===== src/rtl/adder_pkg.sv =====
// adder_pkg
//   Shared definitions for the segmented / prefix adder wrappers.
//   - default geometry constants used by the wrappers
//   - seg_width() / split_ok() helpers for segment sizing and legality
//   - stage_ctl_t: per-pipeline-stage valid bit plus the carry handed on
//     to the next segment
package adder_pkg;

  localparam int ADDER_DEFAULT_WIDTH      = 64;
  localparam int ADDER_DEFAULT_STAGES     = 4;
  localparam bit ADDER_DEFAULT_SIGNED_OVF = 1'b1;

  // Operation select encoding shared by all adder wrappers
  localparam logic ADDER_OP_ADD = 1'b0;
  localparam logic ADDER_OP_SUB = 1'b1;

  typedef struct packed {
    logic valid;
    logic carry;
  } stage_ctl_t;

  function automatic int seg_width(input int width, input int stages);
    return (stages > 0) ? (width / stages) : 0;
  endfunction

  // A split is legal when every stage gets the same non-zero segment width
  function automatic bit split_ok(input int width, input int stages);
    return (stages >= 1) && (stages <= width) && ((width % stages) == 0);
  endfunction

endpackage


===== src/rtl/adder_seg.sv =====
// adder_seg
//   Combinational SEG-bit adder slice with carry-in. This is the only
//   place the actual addition happens, so the body can be replaced by a
//   prefix structure without touching the pipeline around it.
// Ports:
//   a, b     in  SEG  operand slices (b already inverted for subtraction)
//   cin      in  1    carry into bit 0 of the slice
//   sum      out SEG  slice sum
//   cout     out 1    carry out of the slice MSB
//   msb_cin  out 1    carry into the slice MSB (for signed overflow)
module adder_seg
  import adder_pkg::*;
#(
  parameter int SEG = 16
) (
  input  logic [SEG-1:0] a,
  input  logic [SEG-1:0] b,
  input  logic           cin,
  output logic [SEG-1:0] sum,
  output logic           cout,
  output logic           msb_cin
);

  logic [SEG:0] total;

  always_comb begin
    total = {1'b0, a} + {1'b0, b} + {{SEG{1'b0}}, cin};
  end

  assign sum  = total[SEG-1:0];
  assign cout = total[SEG];

  // The sum bit is a ^ b ^ carry_in, so the carry into the MSB falls out
  // of the MSB sum bit; for SEG=1 this is simply cin.
  assign msb_cin = a[SEG-1] ^ b[SEG-1] ^ total[SEG-1];

endmodule


===== src/rtl/adder_pipe_seg.sv =====
// adder_pipe_seg
//   Pipelined WIDTH-bit add/subtract split into STAGES carry-chained
//   segments, one segment per stage, under valid/ready flow control with
//   a global stall. Upper operand segments ride along in skew registers
//   and finished lower sum segments ride along in de-skew registers so a
//   whole result leaves at once, STAGES cycles after capture.
// Ports:
//   clk, rst             clock, synchronous active-high reset
//   in_valid / in_ready  operand handshake
//   a, b                 WIDTH-bit operands
//   cin                  carry-in (ignored when sub=1)
//   sub                  1 = a - b, 0 = a + b + cin
//   out_valid/out_ready  result handshake
//   sum                  result modulo 2^WIDTH
//   cout                 carry out of MSB (for sub: 1 = no borrow)
//   ovf                  two's-complement overflow (0 if SIGNED_OVF=0)
module adder_pipe_seg
  import adder_pkg::*;
#(
  parameter int WIDTH      = ADDER_DEFAULT_WIDTH,
  parameter int STAGES     = ADDER_DEFAULT_STAGES,
  parameter bit SIGNED_OVF = ADDER_DEFAULT_SIGNED_OVF
) (
  input  logic             clk,
  input  logic             rst,
  input  logic             in_valid,
  output logic             in_ready,
  input  logic [WIDTH-1:0] a,
  input  logic [WIDTH-1:0] b,
  input  logic             cin,
  input  logic             sub,
  output logic             out_valid,
  input  logic             out_ready,
  output logic [WIDTH-1:0] sum,
  output logic             cout,
  output logic             ovf
);

  localparam int SEG = seg_width(WIDTH, STAGES);

  if (!split_ok(WIDTH, STAGES)) begin : g_bad_split
    $error("adder_pipe_seg: WIDTH=%0d is not an even split into STAGES=%0d (need 1 <= STAGES <= WIDTH)",
           WIDTH, STAGES);
  end

  // Bank k holds the beat that stage k is working on
  logic [WIDTH-1:0] a_r    [STAGES];
  logic [WIDTH-1:0] b_r    [STAGES];
  logic [WIDTH-1:0] part_r [STAGES];
  stage_ctl_t       ctl_r  [STAGES];

  logic [SEG-1:0]   seg_sum     [STAGES];
  logic             seg_cout    [STAGES];
  logic             seg_msb_cin [STAGES];
  logic [WIDTH-1:0] part_next   [STAGES];

  logic stall;

  assign stall    = out_valid & ~out_ready;
  assign in_ready = ~stall;

  for (genvar k = 0; k < STAGES; k++) begin : g_seg
    adder_seg #(.SEG(SEG)) u_seg (
      .a       (a_r[k][k*SEG +: SEG]),
      .b       (b_r[k][k*SEG +: SEG]),
      .cin     (ctl_r[k].carry),
      .sum     (seg_sum[k]),
      .cout    (seg_cout[k]),
      .msb_cin (seg_msb_cin[k])
    );
  end

  // Drop each stage's freshly computed segment into its partial sum
  always_comb begin
    for (int k = 0; k < STAGES; k++) begin
      part_next[k] = part_r[k];
      part_next[k][k*SEG +: SEG] = seg_sum[k];
    end
  end

  // Operand skew and partial-sum de-skew registers; contents of empty
  // stages are don't-care, so no reset here
  always_ff @(posedge clk) begin
    if (!stall) begin
      a_r[0]    <= a;
      b_r[0]    <= sub ? ~b : b;
      part_r[0] <= '0;
      for (int k = 1; k < STAGES; k++) begin
        a_r[k]    <= a_r[k-1];
        b_r[k]    <= b_r[k-1];
        part_r[k] <= part_next[k-1];
      end
    end
  end

  // Stage valid/carry chain and the output stage. Outputs only load when
  // a real beat leaves the last stage so they hold across bubbles.
  always_ff @(posedge clk) begin
    if (rst) begin
      for (int k = 0; k < STAGES; k++) begin
        ctl_r[k].valid <= 1'b0;
      end
      out_valid <= 1'b0;
      sum       <= '0;
      cout      <= 1'b0;
      ovf       <= 1'b0;
    end else if (!stall) begin
      ctl_r[0].valid <= in_valid;
      ctl_r[0].carry <= sub | cin;
      for (int k = 1; k < STAGES; k++) begin
        ctl_r[k].valid <= ctl_r[k-1].valid;
        ctl_r[k].carry <= seg_cout[k-1];
      end
      out_valid <= ctl_r[STAGES-1].valid;
      if (ctl_r[STAGES-1].valid) begin
        sum  <= part_next[STAGES-1];
        cout <= seg_cout[STAGES-1];
        ovf  <= SIGNED_OVF ? (seg_cout[STAGES-1] ^ seg_msb_cin[STAGES-1]) : 1'b0;
      end
    end
  end

endmodule


===== config.mk =====
export PLATFORM = sky130hd
export DESIGN_NAME = adder_pipe_seg
export DESIGN_NICKNAME = d
export VERILOG_FILES = /design/src/rtl/adder_pkg.sv /design/src/rtl/adder_seg.sv /design/src/rtl/adder_pipe_seg.sv
export SDC_FILE = /design/constraint.sdc
export NUM_CORES = 1
export LEC_CHECK = 0
export BUFFER_PORTS_ARGS = -buffer_cell sky130_fd_sc_hd__buf_2
export CORE_MARGIN = 2
export CORE_UTILIZATION = 56
export DETAILED_ROUTE_END_ITERATION = 10
export MAX_ROUTING_LAYER = met4
export PLACE_DENSITY = 0.77
export SLEW_MARGIN = 20
export SYNTH_ARGS = -nofsm -noshare
export SYNTH_HDL_FRONTEND = slang
export SYNTH_SLANG_ARGS = --single-unit

===== constraint.sdc =====
create_clock -name clk -period 13.55 [get_ports clk]
set_input_delay 2.0325 -clock clk [delete_from_list [all_inputs] [get_ports clk]]
set_output_delay 2.0325 -clock clk [all_outputs]
set_load 0.01 [all_outputs]

==> flow_summary.yaml <==
power_and_ir_drop:
  p_leak_nw: 8.443
  ir_worst_vdd_uv: 124.4
  pwr-share-seq_pct: 54.5
  p_clk_share_pct: 36.5
  pwr-share-comb_pct: 9.0
  p_sw_uw: 741.9
  internal_power_mw: 2.792
  p_per_area_mw_per_mm2: 163.3
  switching_share_pct: 20.99
  total_power_mw: 3.534
grt:
  overflow: 0
  top_usage_layer: "met2"
  grtUsageMet2_pct: 29.65
  met1_usage_pct: 20.38
  grt_pass1_vias: 9448
  antenna_found_initial: 3
  grt_max_degree: 184
  grtUsageMet3_pct: 4.089
  grt_pass1_wl_mm: 45.93
  gr-usage-all-layers_pct: 17.48
synthesis:
  yosys.area.top_type: "edfxtp_1"
  synth-edff-count: 424
  netlist.area_leader.share_pct: 68.52
  syn_avg_cell_area_um2: 16.00
  synth_fa_ha_area_share_pct: 4.902
  ys_ff_latch: 491
  synthArstFlopShare_pct: 0
  ys.flop_type: "edfxtp_1"
  ys_top_cells_by_count: "edfxtp_1 (424), nand2_1 (134), a21oi_1 (99)"
  syn_area_mm2: 0.01858
  ys_warn_count: 0
  synthMuxAreaShare_pct: 0.2155
  synthXorXnorAreaFrac_pct: 5.138
  ys_types: 67
  ys_seq_area_share_pct: 75.74
  syn-instance-count: 1161
  syn-num-nets: 1363
  synth_top_family_by_area: "compound AO/OA/AOI/OAI gates"
  synthSimpleGateAreaFrac_pct: 5.528
  synth_area_leaders: "edfxtp_1 (69%), dfxtp_1 (7.2%), ha_1 (4.0%)"
  synth_most_common_cell: "edfxtp_1"
  synth-compound-area-share_pct: 7.481
setup_path:
  crit_required_ps: 11520
  crit_path_max_fanout: 83
  critPathLaunchType: "input pin"
  path_class: "input pin to output pin"
  endpoint_kind: "output pin"
  worstPathArrival_ps: 3150
place:
  dp.cells: 1779
  place_ws_ps: 8355
  hpwl_mm: 19.08
  port_buffers: 201
  gp_congestion: 0.9212
layout:
  final_nets: 1588
  finalNonFillerCells: 1869
  drive_above_1_share_pct: 20.93
  n_fill_cell: 2243
  ff_latch_area_mm2: 0.01407
  multi_input_area_mm2: 0.004327
  syn2layout_area_growth_pct: 16.48
sta:
  finClkSkew_ps: 15.95
  tightest_slew_ps: 1109
  max_freq_ghz: 0.1930
  fin_tns_setup_ps: 0
  setup_ws_ps: 8367
  period_needed_ps: 5183
  relSlewSlack_pct: 26.04
  setup_viol: 0
  rsz0062_at_grt: "no"
  hold_violations: 0
  post-route-period-util_pct: 38.25
  slew_violations: 0
clocking:
  post_cts_buffers: 0
  root_buffer: "clkbuf_16"
  cts_resized: 0
  ctsHoldBuffers: 0
  clk_pin_slew_ps: 60
  cts_tree: "yes"
  clockBufferDepth: 3
  htree_levels: 2
  clk_latency_ps: 530
  cts.sinks: 491
  numCtsBuffers: 47
route:
  num_vias: 9660
  first_pass_iters: 5
  drc: 0
  ant_nets: 0
  drt-total-wl_mm: 29.01
  drt-wirelength-per-cell_um: 15.52
  initialDrtViolationCount: 507
  routed_via_density: 5.169
die:
  start_util_pct: 56.97
  io_pins: 202
  die_x_um: 186.2
  die_height_um: 186.2
  core_area_mm2: 0.03262
  rows: 66
  dieArea_mm2: 0.03465
run_status:
  outcome: "finished clean"
min_path:
  hold_class: "flip-flop to flip-flop"
run:
  drv_cap: 0
-- flip-flops by register name (all words and copies together), names as in the netlist --
| signal | flops |
|---|---|
| ovf | 1 |
| b_r | 160 |
| cout | 1 |
| part_r | 96 |
| sum | 64 |
| ctl_r | 8 |
| out_valid | 1 |
| a_r | 160 |
-- final cells by class --
class / count / share of cell area, %
inverters: 12 / 0.2428
diodes: 3 / 0.03469
clock buffers: 67 / 6.163
multi-input cells: 626 / 19.99
clock inverters: 20 / 1.029
flip-flops and latches: 491 / 65.02
well taps: 442 / 2.555
repair buffers: 208 / 4.960
-- worst paths after layout --
| check | from | end | slack (ps) | cells past startpoint |
|---|---|---|---|---|
| setup reg to reg | out_valid$_SDFFE_PP0N_ | b_r[1][31]$_DFFE_PN_ | 10340 | 4 |
| hold reg to reg | b_r[1][51]$_DFFE_PN_ | b_r[2][51]$_DFFE_PN_ | 410 | 0 |
| setup / recovery | out_ready | in_ready | 8370 | 4 |
| hold / removal | b_r[1][51]$_DFFE_PN_ | b_r[2][51]$_DFFE_PN_ | 410 | 0 |
-- worst max-delay path, stage by stage --
cell and delay (ps):
buf_2 90, nor2b_1 420, inv_8 300, buf_2 250
-- placed cells by master (no fill, tap or decap), types with 5 or more instances in the layout --
cell / netlist / layout
dfxtp_1: 67 / 67
xnor2_1: 32 / 32
nor2_1: 38 / 38
a21oi_1: 99 / 99
bufinv_16: 0 / 5
xor2_1: 77 / 77
nor3_1: 16 / 16
clkbuf_1: 14 / 14
clkinv_1: 0 / 9
o21bai_1: 6 / 6
nand2b_1: 8 / 8
edfxtp_1: 424 / 424
o21ai_1: 8 / 8
nand2_1: 134 / 133
a31oi_1: 8 / 8
o21ai_0: 27 / 27
and3_1: 7 / 7
ha_1: 60 / 60
inv_1: 12 / 11
fa_1: 8 / 8
buf_2: 16 / 200
a21o_1: 13 / 13
nand3_1: 9 / 9
buf_4: 0 / 7
a211oi_1: 8 / 8
clkbuf_16: 0 / 49
-- cells by family after synthesis --
group,Yosys count
DFF,491
xor gates and xnor gates,109
AOI/OAI and AO/OA,210
muxes,4
buffers and inverters,44
and+or+nand+nor,235
adders and majority gates,68
-- power groups by stage --
stage               clock network (mW)  logic, mW  registers (mW)
finish                            1.29      0.320            1.92
CTS                               1.32      0.320            1.93
floorplan                            0      0.234            1.95
global placement                     0      0.304            1.95
global route                      1.39      0.355            1.94
detailed placement                   0      0.317            1.96
-- routing by layer --
| metal | vias to the layer above | routed length, µm |
|---|---|---|
| met5 | - | 0 |
| met3 | 60 | 1862 |
| met4 | 0 | 844 |
| met1 | 4553 | 11510 |
| met2 | 262 | 14790 |
| li1 | 4785 | - |
-- per-stage QoR --
| step | instance area [µm²] | hold WS [ps] | utilization, % |
|---|---|---|---|
| final | 21640 | 405.1 | 66.35 |
| after global routing | 21640 | 419.5 | 66.35 |
| after CTS | 21640 | 408.8 | 66.33 |
| after detailed placement | 20080 | 404.5 | 61.56 |
| after global placement | 20080 | 400.3 | 61.56 |
| after floorplan | 18580 | 400.3 | - |
No activity file was read; power rests on OpenSTA's default activity.
